===== src/rtl/mem_bus_initiator.sv =====
`default_nettype none
// ============================================================================
// Module   : mem_bus_initiator
// Brief    : Command-queued initiator for the PicoRV32 native memory bus.
//            Issues one access at a time and returns a response per command.
// Revision : 1.0 - initial release
// ============================================================================
module mem_bus_initiator #(
  parameter int FIFO_DEPTH     = 4,
  parameter int TIMEOUT_CYCLES = 256
) (
  input  logic        clk,
  input  logic        reset,
  input  logic        cmd_valid,
  output logic        cmd_ready,
  input  logic        cmd_write,
  input  logic        cmd_instr,
  input  logic [31:0] cmd_addr,
  input  logic [31:0] cmd_wdata,
  input  logic [3:0]  cmd_wstrb,
  output logic        mem_valid,
  output logic        mem_instr,
  input  logic        mem_ready,
  output logic [31:0] mem_addr,
  output logic [31:0] mem_wdata,
  output logic [3:0]  mem_wstrb,
  input  logic [31:0] mem_rdata,
  output logic        rsp_valid,
  input  logic        rsp_ready,
  output logic [31:0] rsp_rdata,
  output logic [1:0]  rsp_err,
  output logic [31:0] rd_count,
  output logic [31:0] wr_count,
  output logic [31:0] err_count
);

  localparam int          c_ptr_w        = $clog2(FIFO_DEPTH);
  localparam logic [31:0] c_timeout_last = (TIMEOUT_CYCLES == 0) ? 32'd0 : 32'(TIMEOUT_CYCLES - 1);
  localparam logic [1:0]  c_err_ok       = 2'b00;
  localparam logic [1:0]  c_err_misalign = 2'b01;
  localparam logic [1:0]  c_err_timeout  = 2'b10;

  typedef struct packed {
    logic        write;
    logic        instr;
    logic [31:0] addr;
    logic [31:0] wdata;
    logic [3:0]  wstrb;
  } cmd_t;

  typedef enum logic [1:0] {
    S_IDLE = 2'd0,
    S_BUS  = 2'd1,
    S_RESP = 2'd2
  } state_t;

  cmd_t               r_fifo [FIFO_DEPTH];
  logic [c_ptr_w-1:0] r_wr_ptr;
  logic [c_ptr_w-1:0] r_rd_ptr;
  logic [c_ptr_w:0]   r_count;
  logic [c_ptr_w:0]   w_count_nxt;
  logic               r_cmd_ready;
  state_t             r_state;
  logic               r_is_write;
  logic [31:0]        r_wait;
  logic               w_push;
  logic               w_pop;
  cmd_t               w_cmd;
  cmd_t               w_head;

  assign cmd_ready = r_cmd_ready;
  assign w_push    = cmd_valid && r_cmd_ready;
  assign w_pop     = (r_state == S_IDLE) && (r_count != '0);
  assign w_head    = r_fifo[r_rd_ptr];
  assign w_cmd     = '{write: cmd_write, instr: cmd_instr, addr: cmd_addr,
                       wdata: cmd_wdata, wstrb: cmd_wstrb};

  always_comb begin
    w_count_nxt = r_count;
    if (w_push && !w_pop)
      w_count_nxt = r_count + (c_ptr_w+1)'(1);
    else if (!w_push && w_pop)
      w_count_nxt = r_count - (c_ptr_w+1)'(1);
  end

  // Storage needs no reset; the pointers alone define what is valid.
  always_ff @(posedge clk) begin
    if (w_push)
      r_fifo[r_wr_ptr] <= w_cmd;
  end

  always_ff @(posedge clk) begin
    if (reset) begin
      r_wr_ptr    <= '0;
      r_rd_ptr    <= '0;
      r_count     <= '0;
      r_cmd_ready <= 1'b0;
    end else begin
      if (w_push) r_wr_ptr <= r_wr_ptr + c_ptr_w'(1);
      if (w_pop)  r_rd_ptr <= r_rd_ptr + c_ptr_w'(1);
      r_count     <= w_count_nxt;
      r_cmd_ready <= (w_count_nxt != (c_ptr_w+1)'(FIFO_DEPTH));
    end
  end

  always_ff @(posedge clk) begin
    if (reset) begin
      r_state    <= S_IDLE;
      r_is_write <= 1'b0;
      r_wait     <= '0;
      mem_valid  <= 1'b0;
      mem_instr  <= 1'b0;
      mem_addr   <= '0;
      mem_wdata  <= '0;
      mem_wstrb  <= '0;
      rsp_valid  <= 1'b0;
      rsp_rdata  <= '0;
      rsp_err    <= c_err_ok;
      rd_count   <= '0;
      wr_count   <= '0;
      err_count  <= '0;
    end else begin
      case (r_state)
        S_IDLE: begin
          if (w_pop) begin
            if (w_head.addr[1:0] != 2'b00) begin
              r_state   <= S_RESP;
              rsp_valid <= 1'b1;
              rsp_rdata <= '0;
              rsp_err   <= c_err_misalign;
              err_count <= err_count + 32'd1;
            end else begin
              r_state    <= S_BUS;
              r_is_write <= w_head.write;
              r_wait     <= '0;
              mem_valid  <= 1'b1;
              mem_addr   <= w_head.addr;
              mem_wdata  <= w_head.wdata;
              mem_wstrb  <= w_head.write ? w_head.wstrb : 4'b0000;
              mem_instr  <= w_head.write ? 1'b0 : w_head.instr;
            end
          end
        end
        S_BUS: begin
          // A ready on the timeout edge still counts as a completed access.
          if (mem_ready) begin
            r_state   <= S_RESP;
            mem_valid <= 1'b0;
            rsp_valid <= 1'b1;
            rsp_err   <= c_err_ok;
            rsp_rdata <= r_is_write ? 32'd0 : mem_rdata;
            if (r_is_write) wr_count <= wr_count + 32'd1;
            else            rd_count <= rd_count + 32'd1;
          end else if ((TIMEOUT_CYCLES != 0) && (r_wait == c_timeout_last)) begin
            r_state   <= S_RESP;
            mem_valid <= 1'b0;
            rsp_valid <= 1'b1;
            rsp_err   <= c_err_timeout;
            rsp_rdata <= '0;
            err_count <= err_count + 32'd1;
          end else begin
            r_wait <= r_wait + 32'd1;
          end
        end
        S_RESP: begin
          if (rsp_ready) begin
            r_state   <= S_IDLE;
            rsp_valid <= 1'b0;
          end
        end
        default: r_state <= S_IDLE;
      endcase
    end
  end

endmodule
`default_nettype wire


===== config.mk =====
export PLATFORM = sky130hd
export DESIGN_NAME = mem_bus_initiator
export DESIGN_NICKNAME = d
export VERILOG_FILES = /design/src/rtl/mem_bus_initiator.sv
export SDC_FILE = /design/constraint.sdc
export NUM_CORES = 1
export LEC_CHECK = 0
export ABC_AREA = 1
export BUFFER_PORTS_ARGS = -buffer_cell sky130_fd_sc_hd__buf_4
export CAP_MARGIN = 10
export CORE_ASPECT_RATIO = 1.75
export CORE_UTILIZATION = 49
export CTS_BUF_LIST = sky130_fd_sc_hd__clkbuf_8
export CTS_CLUSTER_SIZE = 14
export DETAILED_ROUTE_END_ITERATION = 7
export HOLD_SLACK_MARGIN = 0.06
export PLACE_DENSITY = 0.73
export SYNTH_ARGS = -nofsm -noshare
export SYNTH_HDL_FRONTEND = slang
export SYNTH_SLANG_ARGS = --single-unit

===== constraint.sdc =====
create_clock -name clk -period 4.2 [get_ports clk]
set_input_delay 0.42 -clock clk [delete_from_list [all_inputs] [get_ports clk]]
set_output_delay 0.42 -clock clk [all_outputs]
set_load 0.02 [all_outputs]

Word level (Yosys, flattened, before mapping)
Memories as Yosys holds them, arrays and structs flattened. A register that Yosys moved wholly into a read port is not among the register bits. Cells that the tools add are included.

Mux-type cells: 45. Equal/unequal tests: 12. Add/subtract/negate cells: 8. Reduce and logical (&&, ||, !) cells: 20. Bitwise logic cells: 2.

Operator list (count): 32-bit 2-to-1 mux (13); 32-bit one-hot mux with 2 select lines (3); 32-bit by 1-bit adder with 32-bit output (second input constant) (4); 32-bit by 8-bit == test with 1-bit output (second input constant) (1); 2-bit 2-to-1 mux (10); 5-bit AND reduction (3); 1-bit 2-to-1 mux (12); 2-bit != test (second input constant) (6); 3-bit AND reduction (4); 4-bit AND reduction (2); 3-bit 2-to-1 mux (2); 3-bit != test (second input constant) (2); 2-bit one-hot mux with 3 select lines (1); 3-bit nonzero test (2); 2-bit by 1-bit adder with 2-bit output (second input constant) (2); 1-bit logical AND (4); 4-bit 2-to-1 mux (1); 2-bit one-hot mux with 2 select lines (1); 2-bit nonzero test (2); 3-bit by 1-bit adder with 3-bit output (second input constant) (1); 1-bit one-hot mux with 3 select lines (1); 3-bit by 1-bit subtractor with 3-bit output (second input constant) (1); 2-bit by 1-bit == test with 1-bit output (second input constant) (1); 2-bit == test (second input constant) (1); 5 further kinds (7).

Register bits after elaboration: 244. Memories: 1. Logic and storage cells: 106. Output and inout port bits: 202. RAM bits: 280.

Memory list: r_fifo (words 4, bits a word 70, read ports 1, clocked after Yosys merged registers in 1, wr ports 1, line 57) `cmd_t r_fifo [FIFO_DEPTH];`.

Longest topological paths before layout
Depth in word-level cells: 6. Mapped depth: 13. Mapped depth without buffers: 13.

Least setup slack after synthesis
Ideal clock, no wire load.

Kind: flip-flop to flip-flop. Start point: reg r_cmd_ready (netlist: cmd_ready). End point: mem r_fifo[0][0] in the netlist's numbering (enable). Slack: 0.080 ns. Cell stages (with the launch flop): 3. Library setup time: 0.499 ns. Path buffers: 0. Arrival: 3.621 ns. Clock period less this slack: 4.120 ns. Path through: dfxtp_1 -> nand2_1 -> nor2_1.

Word-level cells in the longest chain between the ends: 3.

RTL lines: start, declared (line 62) `logic r_cmd_ready;`; start signal, assigned (line 102) `r_cmd_ready <= (w_count_nxt != (c_ptr_w+1)'(FIFO_DEPTH));`; 1-bit logical AND (line 72) `assign w_push = cmd_valid && r_cmd_ready;`; 1-bit 2-to-1 mux (line 88) `if (w_push)`; 1-bit 2-to-1 mux (not written as such) (line 89) `r_fifo[r_wr_ptr] <= w_cmd;`; end, declared (line 57).

No other way between the ends.

==> results.yml <==
status:
  outcome: "complete, no violations"
yosys:
  synthSimpleGateAreaFrac: 0.215
  ys_top_cells_by_area: "edfxtp_1, dfxtp_1, nor2_1"
  yosysWarnings: 0
  syn-cell-area_um2: 21900
  synth_edf_count: 280
  synth_mux_area_frac: 0.000514
  synth-seq-area-share: 0.609
  syn_nets: 2557
  synth_top_area_share: 0.384
  syn_area_per_cell_um2: 8.98
  synth_top_area_cell: "edfxtp_1"
  synth_cell_types: 42
  yosys.area_share.adder: 0.00629
  synthFlopType: "edfxtp_1"
  synth-compound-area-share: 0.111
  synthCells: 2439
  synth_common_cells: "nor2_1, nand2_1, edfxtp_1, o21ai_0, dfxtp_1"
  synthArstFlopShare: 0
  yosysMostFrequentCell: "nor2_1"
  synth_xor_area_frac: 0.00560
  ys_ff_latch: 526
  synth_top_family_by_area: "simple AND/OR/NAND/NOR gates"
drt:
  wl_per_cell_um: 16.4
  num_vias: 18572
  drt-total-wl_um: 56800
  postRouteAntennaNets: 0
  dr.first_iter.drc_count: 1261
  drc: 0
  via_per_inst: 5.36
  dr.pass1.iters: 5
global_route:
  grt_pass1_wl_um: 89700
  antenna_found_initial: 2
  grt_max_degree: 95
  overflow: 0
  grt_pass1_vias: 18536
  grt_usage: 0.246
clocking:
  clk_path_buf_depth: 3
  clkSlewWorstSetupHoldPaths_ns: 0.06
  cts_setup_buffers: 0
  cts_buffers: 76
  htreeDepth: 3
  clock-sinks: 526
  clock-root-buffer: "clkbuf_8"
  cts_tree: "built"
  clk_latency_ns: 0.64
sta:
  fin_setup_tns_ns: 0
  final-max-slew-violation-count: 0
  rsz0062_at_grt: "no"
  post-route-min-period_ns: 3.42
  max_freq_mhz: 292
  setup_viol: 0
  slew-limit-headroom: 0.265
  fin_ws_ns: 0.780
  fin_skew_ns: 0.0490
  whs_ns: 0.112
  fin_crit_sh: 0.814
  final_hold_viol_count: 0
  tightest_slew_ns: 1.10
setup_path:
  cp_cell_sequence: "buf_4 -> nand3_1 -> nand3_1 -> nand2_1 -> inv_2 -> nand3_2 -> nor2_1 -> nor2_1 -> nor2_1"
  cp_common_cell: "nor2_1"
  rrSetupSlack_ns: 0.78
  worst_setup_path_end_kind: "flip-flop"
  slowest_stage: "buf_4"
  r2r_cells: 9
  critPathMaxFanout: 69
  crit_type: "reg2reg"
  cp.required_ns: 4.76
  slowest_delay_ns: 0.74
  worstPathArrival_ns: 3.98
  cp-start-kind: "flip-flop"
pwr:
  p_per_area_nw_per_um2: 546
  leakage_nw: 10.3
  peakVddDrop_mv: 0.411
final_layout:
  fin_nets: 2948
  fillers: 3665
  final_cell_area_um2: 27200
  drive_above_1_share: 0.169
  multi_input_area_um2: 7440
  regArea_um2: 13300
  postLayoutCoreUtil: 0.616
  syn_to_final_growth_pct: 24.3
run:
  max_cap_violations: 0
floorplanning:
  start_util: 0.496
  io_pins: 309
  die_h_um: 282
  die_w_um: 162
  row_count: 102
  dieArea_um2: 45600
  core-area_um2: 44200
place:
  dp_hpwl_um: 35900
  gp_congestion: 0.925
  post_dp_cell_area_um2: 24600
  numPortBuffers: 308
  post-place-ws_ns: 0.823
hold_path:
  hold_depth: 4
  hold_path.class: "in2reg"
[power by group]
| part | internal (mW) | switching [mW] |
|---|---|---|
| registers | 6.12 | 0.421 |
| logic | 1.31 | 2.86 |
| clock network | 2.20 | 1.96 |
[registers in the layout, indices dropped and copies added, names as in the netlist, 3 cells and up, named ones only]
signal	cells
rsp_rdata	32
wr_count	32
r_wait	32
mem_addr	32
mem_wstrb	4
rd_count	32
mem_wdata	32
r_fifo	280
err_count	32
r_count	3
[critical path, delay by kind of cell (launching register included)]
| kind | cells | cell delay [ns] |
|---|---|---|
| flip-flops | 1 | 0.36 |
| AND/OR/NAND/NOR | 7 | 1.76 |
| buffers and inverters | 2 | 1.21 |
[layout by cell type (no fill, tap or decap), types with 8 or more instances in the layout]
cell,instances
nor2_1,526
nand2_1,400
buf_4,321
edfxtp_1,280
o21ai_0,263
dfxtp_1,244
inv_1,174
a21oi_1,124
dlygate4sd3_1,102
clkbuf_8,99
nand3_1,73
a31oi_1,63
nand4_1,51
nor3_1,45
nor2_2,11
clkinv_2,11
ha_1,11
inv_2,9
xor2_1,9
clkinv_1,8
[what timing repair did]
item                      in CTS  in global routing
gates resized for setup        0                  0
hold endpoints to repair     312                  0
hold buffers                 102                  0
[metal layers]
metal	track usage	up-vias	share of wire
li1	-	9009	-
met1	0.252	8759	0.36
met2	0.465	642	0.54
met3	0.0472	162	0.060
met4	0.132	0	0.041
met5	0	-	0
[layout make-up]
cell class	count	area share
Clock inverter	39	0.00814
Inverter	171	0.0238
Antenna cell	3	0.000276
Multi-Input combinational cell	1629	0.273
Timing Repair Buffer	426	0.128
Tap cell	572	0.0263
Sequential cell	526	0.490
Clock buffer	99	0.0501
[cells by family (layout without fill, tap and decap cells)]
family,Yosys count,in the layout
compound gates,465,465
xor+xnor,14,14
fa+ha+maj,11,11
buf+inv,284,735
flops,526,526
mux,1,1
other cells,0,3
simple gates,1138,1138
[final timing paths]
| kind | endpoint | start |
|---|---|---|
| setup / recovery | err_count[1] | flip-flop |
| hold / removal | r_state[1] | rsp_ready |
| setup reg to reg | err_count[1] | flip-flop |
| hold reg to reg | mem_addr[1] | mem_addr[1] |
[through the flow]
| stage | cells | total power [mW] |
|---|---|---|
| after detailed placement | 3222 | 10.7 |
| final | 3465 | 14.9 |
| after global routing | 3464 | 15.7 |
| after floorplan | 2439 | 9.39 |
| after CTS | 3462 | 15.0 |
| after global placement | 3222 | 10.6 |
Note: power is estimated with default switching activity, not from simulation.
